$ cat src/rtl/fcvt_pkg.sv
// fcvt_pkg: shared types and constants for the int-to-float converter scheduler.
//   FCVT_LAT    : converter latency in clock edges (operand sampled -> result registered)
//   FCVT_IDW    : requester ID width used by the tracking and response types
//   id_t        : requester index
//   trk_t       : one in-flight tracking stage {valid, id}
//   fcvt_resp_t : one result FIFO entry {float data, requester id}
package fcvt_pkg;

    localparam int unsigned FCVT_LAT = 2;
    localparam int unsigned FCVT_IDW = 2;

    typedef logic [FCVT_IDW-1:0] id_t;

    typedef struct packed {
        logic v;
        id_t  id;
    } trk_t;

    typedef struct packed {
        logic [31:0] d;
        id_t         id;
    } fcvt_resp_t;

endpackage

$ cat src/rtl/fcvt_rr_arb.sv
// fcvt_rr_arb: N-way round-robin priority pick.
// The search starts at ptr_i+1 and wraps, so the last winner has lowest priority.
//   valid_i : per-requester candidates
//   ptr_i   : index of the previous winner
//   gnt_c_o : one-hot grant (combinational)
//   idx_c_o : index of the granted requester (combinational)
//   any_c_o : some requester was granted (combinational)
module fcvt_rr_arb #(
    parameter int unsigned N  = 3,
    parameter int unsigned IW = 2
) (
    input  logic [N-1:0]  valid_i,
    input  logic [IW-1:0] ptr_i,
    output logic [N-1:0]  gnt_c_o,
    output logic [IW-1:0] idx_c_o,
    output logic          any_c_o
);

    logic [IW-1:0] cand;

    // Walk the N candidates in rotated order; the first valid one wins.
    always_comb begin
        gnt_c_o = '0;
        idx_c_o = '0;
        any_c_o = 1'b0;
        cand    = '0;
        for (int unsigned k = 1; k <= N; k++) begin
            cand = IW'((32'(ptr_i) + k) % N);
            if (!any_c_o && valid_i[cand]) begin
                any_c_o       = 1'b1;
                idx_c_o       = cand;
                gnt_c_o[cand] = 1'b1;
            end
        end
    end

endmodule

$ cat src/rtl/fcvt_sched.sv
// fcvt_sched: shares one fixed-latency int-to-float converter among N requesters.
// Adds round-robin issue, in-flight {valid,id} tracking matched to the converter
// latency, and a result FIFO whose credit check guarantees no result is dropped.
// Ports:
//   clk, rstn        : clock, asynchronous active-low reset
//   req_valid/data   : per-requester operand valid and signed 32-bit operand
//   req_ready        : one-hot grant (combinational, may depend on req_valid)
//   cvt_x / cvt_y    : operand to / result from the converter
//   resp_valid/data/id, resp_ready : registered FIFO head and consumer handshake
// Optional macro FCVT_SCHED_PERF_EN adds perf_issued / perf_stall counters.
module fcvt_sched
    import fcvt_pkg::*;
#(
    parameter int unsigned N     = 3,
    parameter int unsigned IDW   = FCVT_IDW,
    parameter int unsigned DEPTH = 4,
    parameter int unsigned LAT   = FCVT_LAT
) (
    input  logic            clk,
    input  logic            rstn,
    input  logic [N-1:0]    req_valid,
    input  logic [N*32-1:0] req_data,
    output logic [N-1:0]    req_ready,
    output logic [31:0]     cvt_x,
    input  logic [31:0]     cvt_y,
    output logic            resp_valid,
    output logic [31:0]     resp_data,
    output logic [IDW-1:0]  resp_id,
    input  logic            resp_ready
`ifdef FCVT_SCHED_PERF_EN
    ,
    output logic [31:0]     perf_issued,
    output logic [31:0]     perf_stall
`endif
);

    localparam int unsigned AW = $clog2(DEPTH);
    localparam int unsigned CW = AW + 1;

    // Elaboration-time parameter sanity.
    if (IDW != FCVT_IDW) begin : g_bad_idw
        $error("fcvt_sched: IDW must equal fcvt_pkg::FCVT_IDW");
    end
    if ((1 << IDW) < N || N < 2) begin : g_bad_n
        $error("fcvt_sched: N out of range for IDW");
    end
    if (DEPTH < 2 || DEPTH < LAT || (DEPTH & (DEPTH - 1)) != 0 || LAT < 1) begin : g_bad_depth
        $error("fcvt_sched: DEPTH must be a power of two >= max(2, LAT)");
    end

    logic [IDW-1:0] ptr_q, ptr_d;
    logic [N-1:0]   arb_valid;
    logic [N-1:0]   gnt;
    logic [IDW-1:0] gnt_idx;
    logic           gnt_any;
    logic           issue_ok;
    logic           xfer;
    logic [31:0]    infl_cnt;

    trk_t           trk_q [LAT];
    trk_t           trk_d [LAT];

    fcvt_resp_t     mem_q [DEPTH];
    logic [AW-1:0]  wr_q, wr_d;
    logic [AW-1:0]  rd_q, rd_d;
    logic [CW-1:0]  cnt_q, cnt_d;
    fcvt_resp_t     head_q, head_d;
    logic           hv_q, hv_d;
    logic           push;
    logic           pop;

    // Credit: FIFO occupancy plus in-flight ops must leave room; same-cycle pops are not credited.
    always_comb begin
        infl_cnt = '0;
        for (int unsigned s = 0; s < LAT; s++) begin
            infl_cnt = infl_cnt + 32'(trk_q[s].v);
        end
        issue_ok  = (32'(cnt_q) + infl_cnt) < DEPTH;
        arb_valid = req_valid & {N{issue_ok}};
    end

    fcvt_rr_arb #(
        .N  (N),
        .IW (IDW)
    ) u_arb (
        .valid_i (arb_valid),
        .ptr_i   (ptr_q),
        .gnt_c_o (gnt),
        .idx_c_o (gnt_idx),
        .any_c_o (gnt_any)
    );

    assign req_ready = gnt;
    assign xfer      = gnt_any;

    // Operand mux: granted requester's data, zero when idle.
    always_comb begin
        cvt_x = '0;
        for (int unsigned i = 0; i < N; i++) begin
            if (gnt[i]) begin
                cvt_x = req_data[i*32 +: 32];
            end
        end
    end

    // Pointer and tracker next state.
    always_comb begin
        ptr_d    = xfer ? gnt_idx : ptr_q;
        trk_d[0] = '{v: xfer, id: FCVT_IDW'(gnt_idx)};
        for (int unsigned s = 1; s < LAT; s++) begin
            trk_d[s] = trk_q[s-1];
        end
    end

    // FIFO next state; the head register is reloaded from the post-update read pointer,
    // bypassing the incoming result when it lands directly at the head.
    always_comb begin
        push   = trk_q[LAT-1].v;
        pop    = hv_q && resp_ready;
        wr_d   = wr_q + AW'(push);
        rd_d   = rd_q + AW'(pop);
        cnt_d  = cnt_q + CW'(push) - CW'(pop);
        hv_d   = (cnt_d != '0);
        head_d = head_q;
        if (cnt_d != '0) begin
            if (push && (wr_q == rd_d)) begin
                head_d = '{d: cvt_y, id: trk_q[LAT-1].id};
            end else begin
                head_d = mem_q[rd_d];
            end
        end
    end

    always_ff @(posedge clk or negedge rstn) begin
        if (!rstn) begin
            ptr_q  <= IDW'(N - 1);
            for (int unsigned s = 0; s < LAT; s++) begin
                trk_q[s] <= '0;
            end
            wr_q   <= '0;
            rd_q   <= '0;
            cnt_q  <= '0;
            hv_q   <= 1'b0;
            head_q <= '0;
        end else begin
            ptr_q  <= ptr_d;
            for (int unsigned s = 0; s < LAT; s++) begin
                trk_q[s] <= trk_d[s];
            end
            wr_q   <= wr_d;
            rd_q   <= rd_d;
            cnt_q  <= cnt_d;
            hv_q   <= hv_d;
            head_q <= head_d;
        end
    end

    // Result storage; contents are only meaningful under the count, so no reset.
    always_ff @(posedge clk) begin
        if (push) begin
            mem_q[wr_q] <= '{d: cvt_y, id: trk_q[LAT-1].id};
        end
    end

    assign resp_valid = hv_q;
    assign resp_data  = head_q.d;
    assign resp_id    = IDW'(head_q.id);

    a_no_overflow: assert property (@(posedge clk) disable iff (!rstn)
        !(push && (cnt_q == CW'(DEPTH)) && !pop));

    a_onehot_grant: assert property (@(posedge clk) disable iff (!rstn)
        $onehot0(req_ready));

`ifdef FCVT_SCHED_PERF_EN
    logic [31:0] issued_q, issued_d;
    logic [31:0] stall_q, stall_d;

    // Wrapping event counters.
    always_comb begin
        issued_d = issued_q + 32'(xfer);
        stall_d  = stall_q + 32'((|req_valid) && !issue_ok);
    end

    always_ff @(posedge clk or negedge rstn) begin
        if (!rstn) begin
            issued_q <= '0;
            stall_q  <= '0;
        end else begin
            issued_q <= issued_d;
            stall_q  <= stall_d;
        end
    end

    assign perf_issued = issued_q;
    assign perf_stall  = stall_q;
`endif

endmodule

$ cat config.mk
export PLATFORM = sky130hd
export DESIGN_NAME = fcvt_sched
export DESIGN_NICKNAME = d
export VERILOG_FILES = /design/src/rtl/fcvt_pkg.sv /design/src/rtl/fcvt_rr_arb.sv /design/src/rtl/fcvt_sched.sv
export SDC_FILE = /design/constraint.sdc
export NUM_CORES = 1
export LEC_CHECK = 0
export ABC_AREA = 1
export BUFFER_PORTS_ARGS = -buffer_cell sky130_fd_sc_hd__buf_2
export CELL_PAD_IN_SITES_DETAIL_PLACEMENT = 0
export CELL_PAD_IN_SITES_GLOBAL_PLACEMENT = 1
export CORE_MARGIN = 4
export CORE_UTILIZATION = 45
export DETAILED_ROUTE_END_ITERATION = 7
export GPL_ROUTABILITY_DRIVEN = 1
export PLACE_DENSITY_LB_ADDON = 0.3
export SKIP_LAST_GASP = 1
export SYNTH_ARGS = -nofsm -noshare
export SYNTH_HDL_FRONTEND = slang
export SYNTH_SLANG_ARGS = --single-unit
$ cat constraint.sdc
create_clock -name clk -period 9.7 [get_ports clk]
set_input_delay 1.94 -clock clk [delete_from_list [all_inputs] [get_ports clk]]
set_output_delay 1.94 -clock clk [all_outputs]
set_load 0.005 [all_outputs]
==> results of run 1 <==
[through the flow]
stage / cells / worst slack, ns / cell area, sq um / utilization [%]
global placement: 1264 / 3.60 / 10000 / 52.8
floorplan: 840 / 4.75 / 8790 / -
detailed placement: 1264 / 3.57 / 10000 / 52.8
global route: 1296 / 3.35 / 10600 / 55.8
finish: 1296 / 3.61 / 10600 / 55.8
CTS: 1296 / 3.56 / 10600 / 55.8
[power by group]
group | internal [mW] | switching (mW) | total, mW
Clock | 0.363 | 0.289 | 0.652
Combinational | 0.919 | 1.65 | 2.57
Sequential | 1.19 | 0.0990 | 1.29
Total | 2.48 | 2.04 | 4.52
[cells in the mapped netlist (2+ instances only)]
master      n
o211ai_1  104
xor2_1      2
nor2_1    131
edfxtp_1  136
nand2_2     6
nand3_1    78
inv_2       2
dfrtp_1    49
buf_2      10
mux2i_1    34
clkinv_1    2
nand4_1     7
buf_1       2
ha_1       10
buf_4       5
nor2_4      2
clkbuf_1   31
inv_1      53
buf_6       6
nand3_2     2
o21ai_0     2
nand2_1   153
nor3_1      4
[sequential cells by signal, summed over array words and instances (netlist names)]
signal	flops
rd_q	2
resp_data	32
cnt_q	3
wr_q	2
resp_valid	1
trk_d	3
ptr_q	2
push	1
resp_id	2
mem_q	136
trk_q	2
[how the worst max path moves through the flow]
stage	start	end	cells past startpoint
finish	req_valid[1]	cvt_x[1]	14
global route	req_valid[1]	cvt_x[0]	13
CTS	req_valid[2]	cvt_x[0]	12
detailed placement	req_valid[1]	cvt_x[1]	14
global placement	req_valid[2]	cvt_x[0]	12
floorplan	req_valid[2]	cvt_x[10]	11
[layout by cell type (no fill, tap or decap), drive strengths merged, types with 2 or more instances in the layout]
master	Yosys	routed
buf	23	218
clkbuf	31	20
clkinv	2	4
clkinvlp	0	5
dfrtp	49	49
edfxtp	136	136
ha	10	10
inv	55	59
mux2i	34	34
nand2	160	160
nand3	80	80
nand4	8	8
nor2	134	134
nor3	4	4
o211ai	104	104
o21ai	2	2
xor2	2	2
[cell families (layout without fill, tap and decap cells)]
logic type,count (synthesis),count (layout)
xor gates and xnor gates,3,3
DFF,186,186
and+or+nand+nor,386,386
adders and majority gates,11,11
buffers and inverters,111,307
muxes,34,34
AOI/OAI and AO/OA,109,109
[cell type report]
type	count	area (sq um)	area share, %
Clock inverter	12	116	1.10
Tap cell	260	325	3.08
Sequential cell	186	5340	50.5
Multi-Input combinational cell	543	3010	28.4
Clock buffer	20	447	4.22
Timing Repair Buffer	218	1130	10.7
Inverter	57	214	2.02
[layer usage]
metal	vias to the layer above	share of wire, %	GRT usage [%]	wire, um
met2	205	50	33.9	10500
met4	2	1.9	6.62	403
met1	3114	42	23.6	8770
met3	31	5.8	4.23	1210
li1	3294	-	-	-
met5	-	0.062	0	13
==> impl_metrics.ini, run 1 <==
[run_status]
status = finished clean

[cells_and_area]
drive_gt1_share_pct = 26.3
fillerInstances = 1682
finalNetCount = 1168
diodes = 0
area_delta_synth_final_pct = 20.3

[critical_path]
r2r-start = push
end_kind = output pin
path_buf_inv = 4
cpPeakStageDelay_ns = 0.52
required_ns = 7.76
start_kind = input pin
worstSetupPathType = in2out
reg2reg_to = resp_data[27]
rr_worst_depth = 13
path_common_cell = nand2_1
cp_data_arrival_time_ns = 4.15
crit_fanout = 35
r2r_slack_ns = 6.70
crit_slowest_cell = nand2_2
cp_top_family = simple AND/OR/NAND/NOR gates
cp_cell_sequence = buf_2 > nand4_1 > nand3_1 > nand2_4 > inv_2 > nand2_1 > nand2_1 > inv_2 > nand2_2 > nand2_1 > nand2_1 > nor2_1 > nor2_1 > buf_2

[synth]
synth_top_area_cell = edfxtp_1
yosysSeqAreaShare_pct = 60.7
ys_ff_latch = 186
netlist_instances = 840
yosysTopAreaCellShare_pct = 46.5
synth_mux_area_share_pct = 3.87
synth_area_leaders = edfxtp_1 46%, dfrtp_1 14%, o211ai_1 8.9%
synth_fa_ha_area_share_pct = 1.65
ys_warn_count = 0
syn_area_sq_mm = 0.00879
syn-num-nets = 985
yosys.area_share.simple_pct = 18.6
synth-async-reset-ratio_pct = 26.9
ys_types = 32
ys.flop_type = edfxtp_1
synth_top_family_by_area = simple AND/OR/NAND/NOR gates
avgSynthCellArea_sq_um = 10.5
synth_edf_count = 136
synth_compound_area_share_pct = 9.21
synthXorXnorAreaFrac_pct = 0.299

[die]
top_level_ports = 204
die_h_um = 148
core_area_sq_mm = 0.0190
rows = 50
die-area_sq_mm = 0.0218
die_x_um = 148
initial_core_util_pct = 46.4

[power]
p_leak_nw = 4.69
power_density_mw_per_mm2 = 427
ir_worst_vdd_v = 0.000250
power_mw = 4.52

[drt]
vias = 6646
drtIter0Drc = 304
totalWireLength_um = 20800
viasPerCell = 5.13
wire_per_inst_um = 16.1
drc = 0
drt-pass1-iter-count = 5
antenna_left = 0

[clocking]
post_cts_buffers = 0
cts.htree.levels = 4
numCtsBuffers = 17
ctsResizeCount = 0
cts_buffer_depth = 2
cts_hold_buffers = 0
cts_tree = done
clk_pin_slew_ns = 0.06
numClockSinks = 186
cts_root_buf = clkbuf_16
clk_latency_ns = 0.42

[global_route]
antenna_found_initial = 1
grt_pass1_vias = 6587
grt-ovfl-total = 0
grt.total_usage_pct = 19.3
grt_max_degree = 70
grt_pass1_wl_um = 33400

[worst_hold_path]
hold_end = trk_q[1]
hold_path.class = reg2reg
hold_depth = 0
min_from = trk_d[1]

[placed_design]
dpl.hpwl_um = 13500
place_congestion = 0.839
port_buffers = 203

[sta]
holdWs_ns = 0.349
setup_violations = 0
maxSlewViolCount = 0
finalHoldViolCount = 0
finalSetupTns_ns = 0
fin_skew_ns = 0.0106
max_freq_mhz = 164
finalCritPeriodShare_pct = 62.8
min_period_ns = 6.09
max_slew_margin_pct = 48.9
grt_setup_unrepaired = no
worstMarginPinSlew_ns = 0.766

[run]
cap_violations = 0
Note: power is estimated with default switching activity, not from simulation.
==> run 2: changes to the inputs <==
--- a/config.mk
+++ b/config.mk
@@ -10,7 +10,7 @@
 export CELL_PAD_IN_SITES_DETAIL_PLACEMENT = 0
 export CELL_PAD_IN_SITES_GLOBAL_PLACEMENT = 1
 export CORE_MARGIN = 4
-export CORE_UTILIZATION = 45
+export CORE_UTILIZATION = 42
 export DETAILED_ROUTE_END_ITERATION = 7
 export GPL_ROUTABILITY_DRIVEN = 1
 export PLACE_DENSITY_LB_ADDON = 0.3
==> constraint.sdc (replaced) <==
create_clock -name clk -period 6.1 [get_ports clk]
set_input_delay 1.22 -clock clk [delete_from_list [all_inputs] [get_ports clk]]
set_output_delay 1.22 -clock clk [all_outputs]
set_load 0.005 [all_outputs]
==> run 2 against run 1 <==
  * Power rose by 59%
  * First-iteration DRC count is 1.6% lower
  * Largest cell class unchanged
  * Highest routed layer unchanged
  * Design area shrank 0.18%
==> impl_metrics.ini, run 2 (synthesis gave the netlist of run 1 again) <==
[clocking]
numClockSinks = 186
numCtsBuffers = 17
post_cts_buffers = 0
clk_pin_slew_ns = 0.06
ctsResizeCount = 0
cts_tree = done
cts.htree.levels = 4
clk_latency_ns = 0.43
cts_root_buf = clkbuf_16
cts_buffer_depth = 2
cts_hold_buffers = 0

[drt]
drt-met1-wl_um = 8690
viasPerCell = 5.09
totalWireLength_um = 20900
drc = 0
drtIter0Drc = 299
top_layer_used = met5
antenna_left = 0
dr_wl_met3_um = 1610
wire_per_inst_um = 16.0
drt-pass1-iter-count = 4
vias = 6639
route.met2.wl_um = 10300

[global_route]
grt_max_degree = 70
grt.total_usage_pct = 18.1
antenna_found_initial = 2
grt_pass1_wl_um = 33700
grt_pass1_vias = 6514
grt-ovfl-total = 0

[die]
die_h_um = 153
die-area_sq_mm = 0.0233
core_area_sq_mm = 0.0204
die_x_um = 153
initial_core_util_pct = 43.0
top_level_ports = 204
rows = 52

[power]
intPower_mw = 3.93
ir_worst_vdd_v = 0.000346
power_frac_seq_pct = 28.6
switchingPower_mw = 3.25
p_leak_nw = 4.69
clkPwrFrac_pct = 13.9
p_sw_share_pct = 45.3
power_density_mw_per_mm2 = 680
pwr-share-comb_pct = 57.5

[sta]
worstMarginPinSlew_ns = 1.04
grt_setup_unrepaired = no
finalSetupTns_ns = 0
maxSlewViolCount = 0
min_period_ns = 4.74
finalHoldViolCount = 0
max_freq_mhz = 211
setup_violations = 0
max_slew_margin_pct = 30.6
fin_skew_ns = 0.00600
finalCritPeriodShare_pct = 77.8

[worst_hold_path]
hold_path.class = reg2reg
hold_depth = 0

[critical_path]
crit_end = cvt_x[10]
start_kind = flip-flop
cp_data_arrival_time_ns = 3.52
required_ns = 4.88
cpPeakStageDelay_ns = 0.70
worstSetupPathType = reg2out
path_buf_inv = 1
cp_top_family = simple AND/OR/NAND/NOR gates
cp-startpoint = trk_d[2]
r2r_slack_ns = 2.93
reg2reg_to = resp_data[10]
crit_slowest_cell = nand2_2
crit_fanout = 35
end_kind = output pin
r2r-start = resp_valid
cp.depth = 15
rr_worst_depth = 9
cp_cell_sequence = ha_1 > nand2_1 > nand2_2 > nand2_1 > nand2_2 > nor2_4 > nand3_1 > nand2_2 > nand4_4 > nand2_2 > nand2_1 > nand2_1 > nor2_1 > nor2_1 > buf_2

[cells_and_area]
final_cell_area_sq_mm = 0.0106
diodes = 0
finalNetCount = 1167
fillerInstances = 1885
area_delta_synth_final_pct = 20.1
largest_register = mem_q
largest_reg_flops = 136
drive_gt1_share_pct = 26.2
final_common_cell = buf_2
final_cell_mix = 203 x buf_2, 153 x nand2_1, 136 x edfxtp_1

[placed_design]
place_congestion = 0.834
port_buffers = 203
dpl.hpwl_um = 13500
dpl_cell_area_sq_mm = 0.0100

[run]
cap_violations = 0

[run_status]
status = finished clean
run 2: cell types whose count changed in the layout (fill, tap and decap cells not counted), sizes merged:
cell / delta
buf: -1
clkbuf: -3
clkinv: +7
clkinvlp: -2
inv: -2
run 2: cell type report:
class	count	area [sq um]	area share, %
Sequential cell	186	5340	50.6
Multi-Input combinational cell	543	3010	28.5
Timing Repair Buffer	217	1120	10.6
Clock buffer	17	425	4.03
Tap cell	270	338	3.20
Inverter	57	214	2.03
Clock inverter	15	109	1.03
run 2: power groups by stage:
| stage | combinational, mW | sequential, mW | clock, mW |
|---|---|---|---|
| 6_report | 4.13 | 2.05 | 0.995 |
| 5_1_grt | 4.71 | 2.10 | 1.07 |
| 4_1_cts | 4.22 | 2.06 | 1.02 |
| 3_5_place_dp | 4.20 | 2.08 | 0 |
| 3_3_place_gp | 4.17 | 2.07 | 0 |
| 2_1_floorplan | 2.91 | 2.09 | 0 |
run 2: how the worst min path moves through the flow:
stage | startpoint | to | slack [ns]
after detailed placement | trk_d[0] | trk_q[0] | 0.34
after CTS | trk_d[0] | trk_q[0] | 0.35
after global routing | trk_d[1] | trk_q[1] | 0.36
after global placement | trk_d[0] | trk_q[0] | 0.33
final | trk_d[0] | trk_q[0] | 0.35
after floorplan | trk_d[0] | trk_q[0] | 0.33
run 2: layer usage:
metal  up-vias  track usage, %
met1      3104            22.0
li1       3298               -
met2       205            30.8
met3        28            5.96
met4         4            5.09
met5         -               0
run 2: metrics by stage:
step / std cells / hold slack (ns) / worst slack (ns) / util (%) / total power, mW
final: 1305 / 0.348 / 1.36 / 51.7 / 7.18
after global routing: 1305 / 0.364 / 0.876 / 51.7 / 7.88
after CTS: 1305 / 0.351 / 1.29 / 51.7 / 7.30
after detailed placement: 1273 / 0.337 / 1.51 / 49.0 / 6.28
after global placement: 1273 / 0.332 / 1.53 / 49.0 / 6.24
after floorplan: 840 / 0.331 / 2.59 / - / 4.99
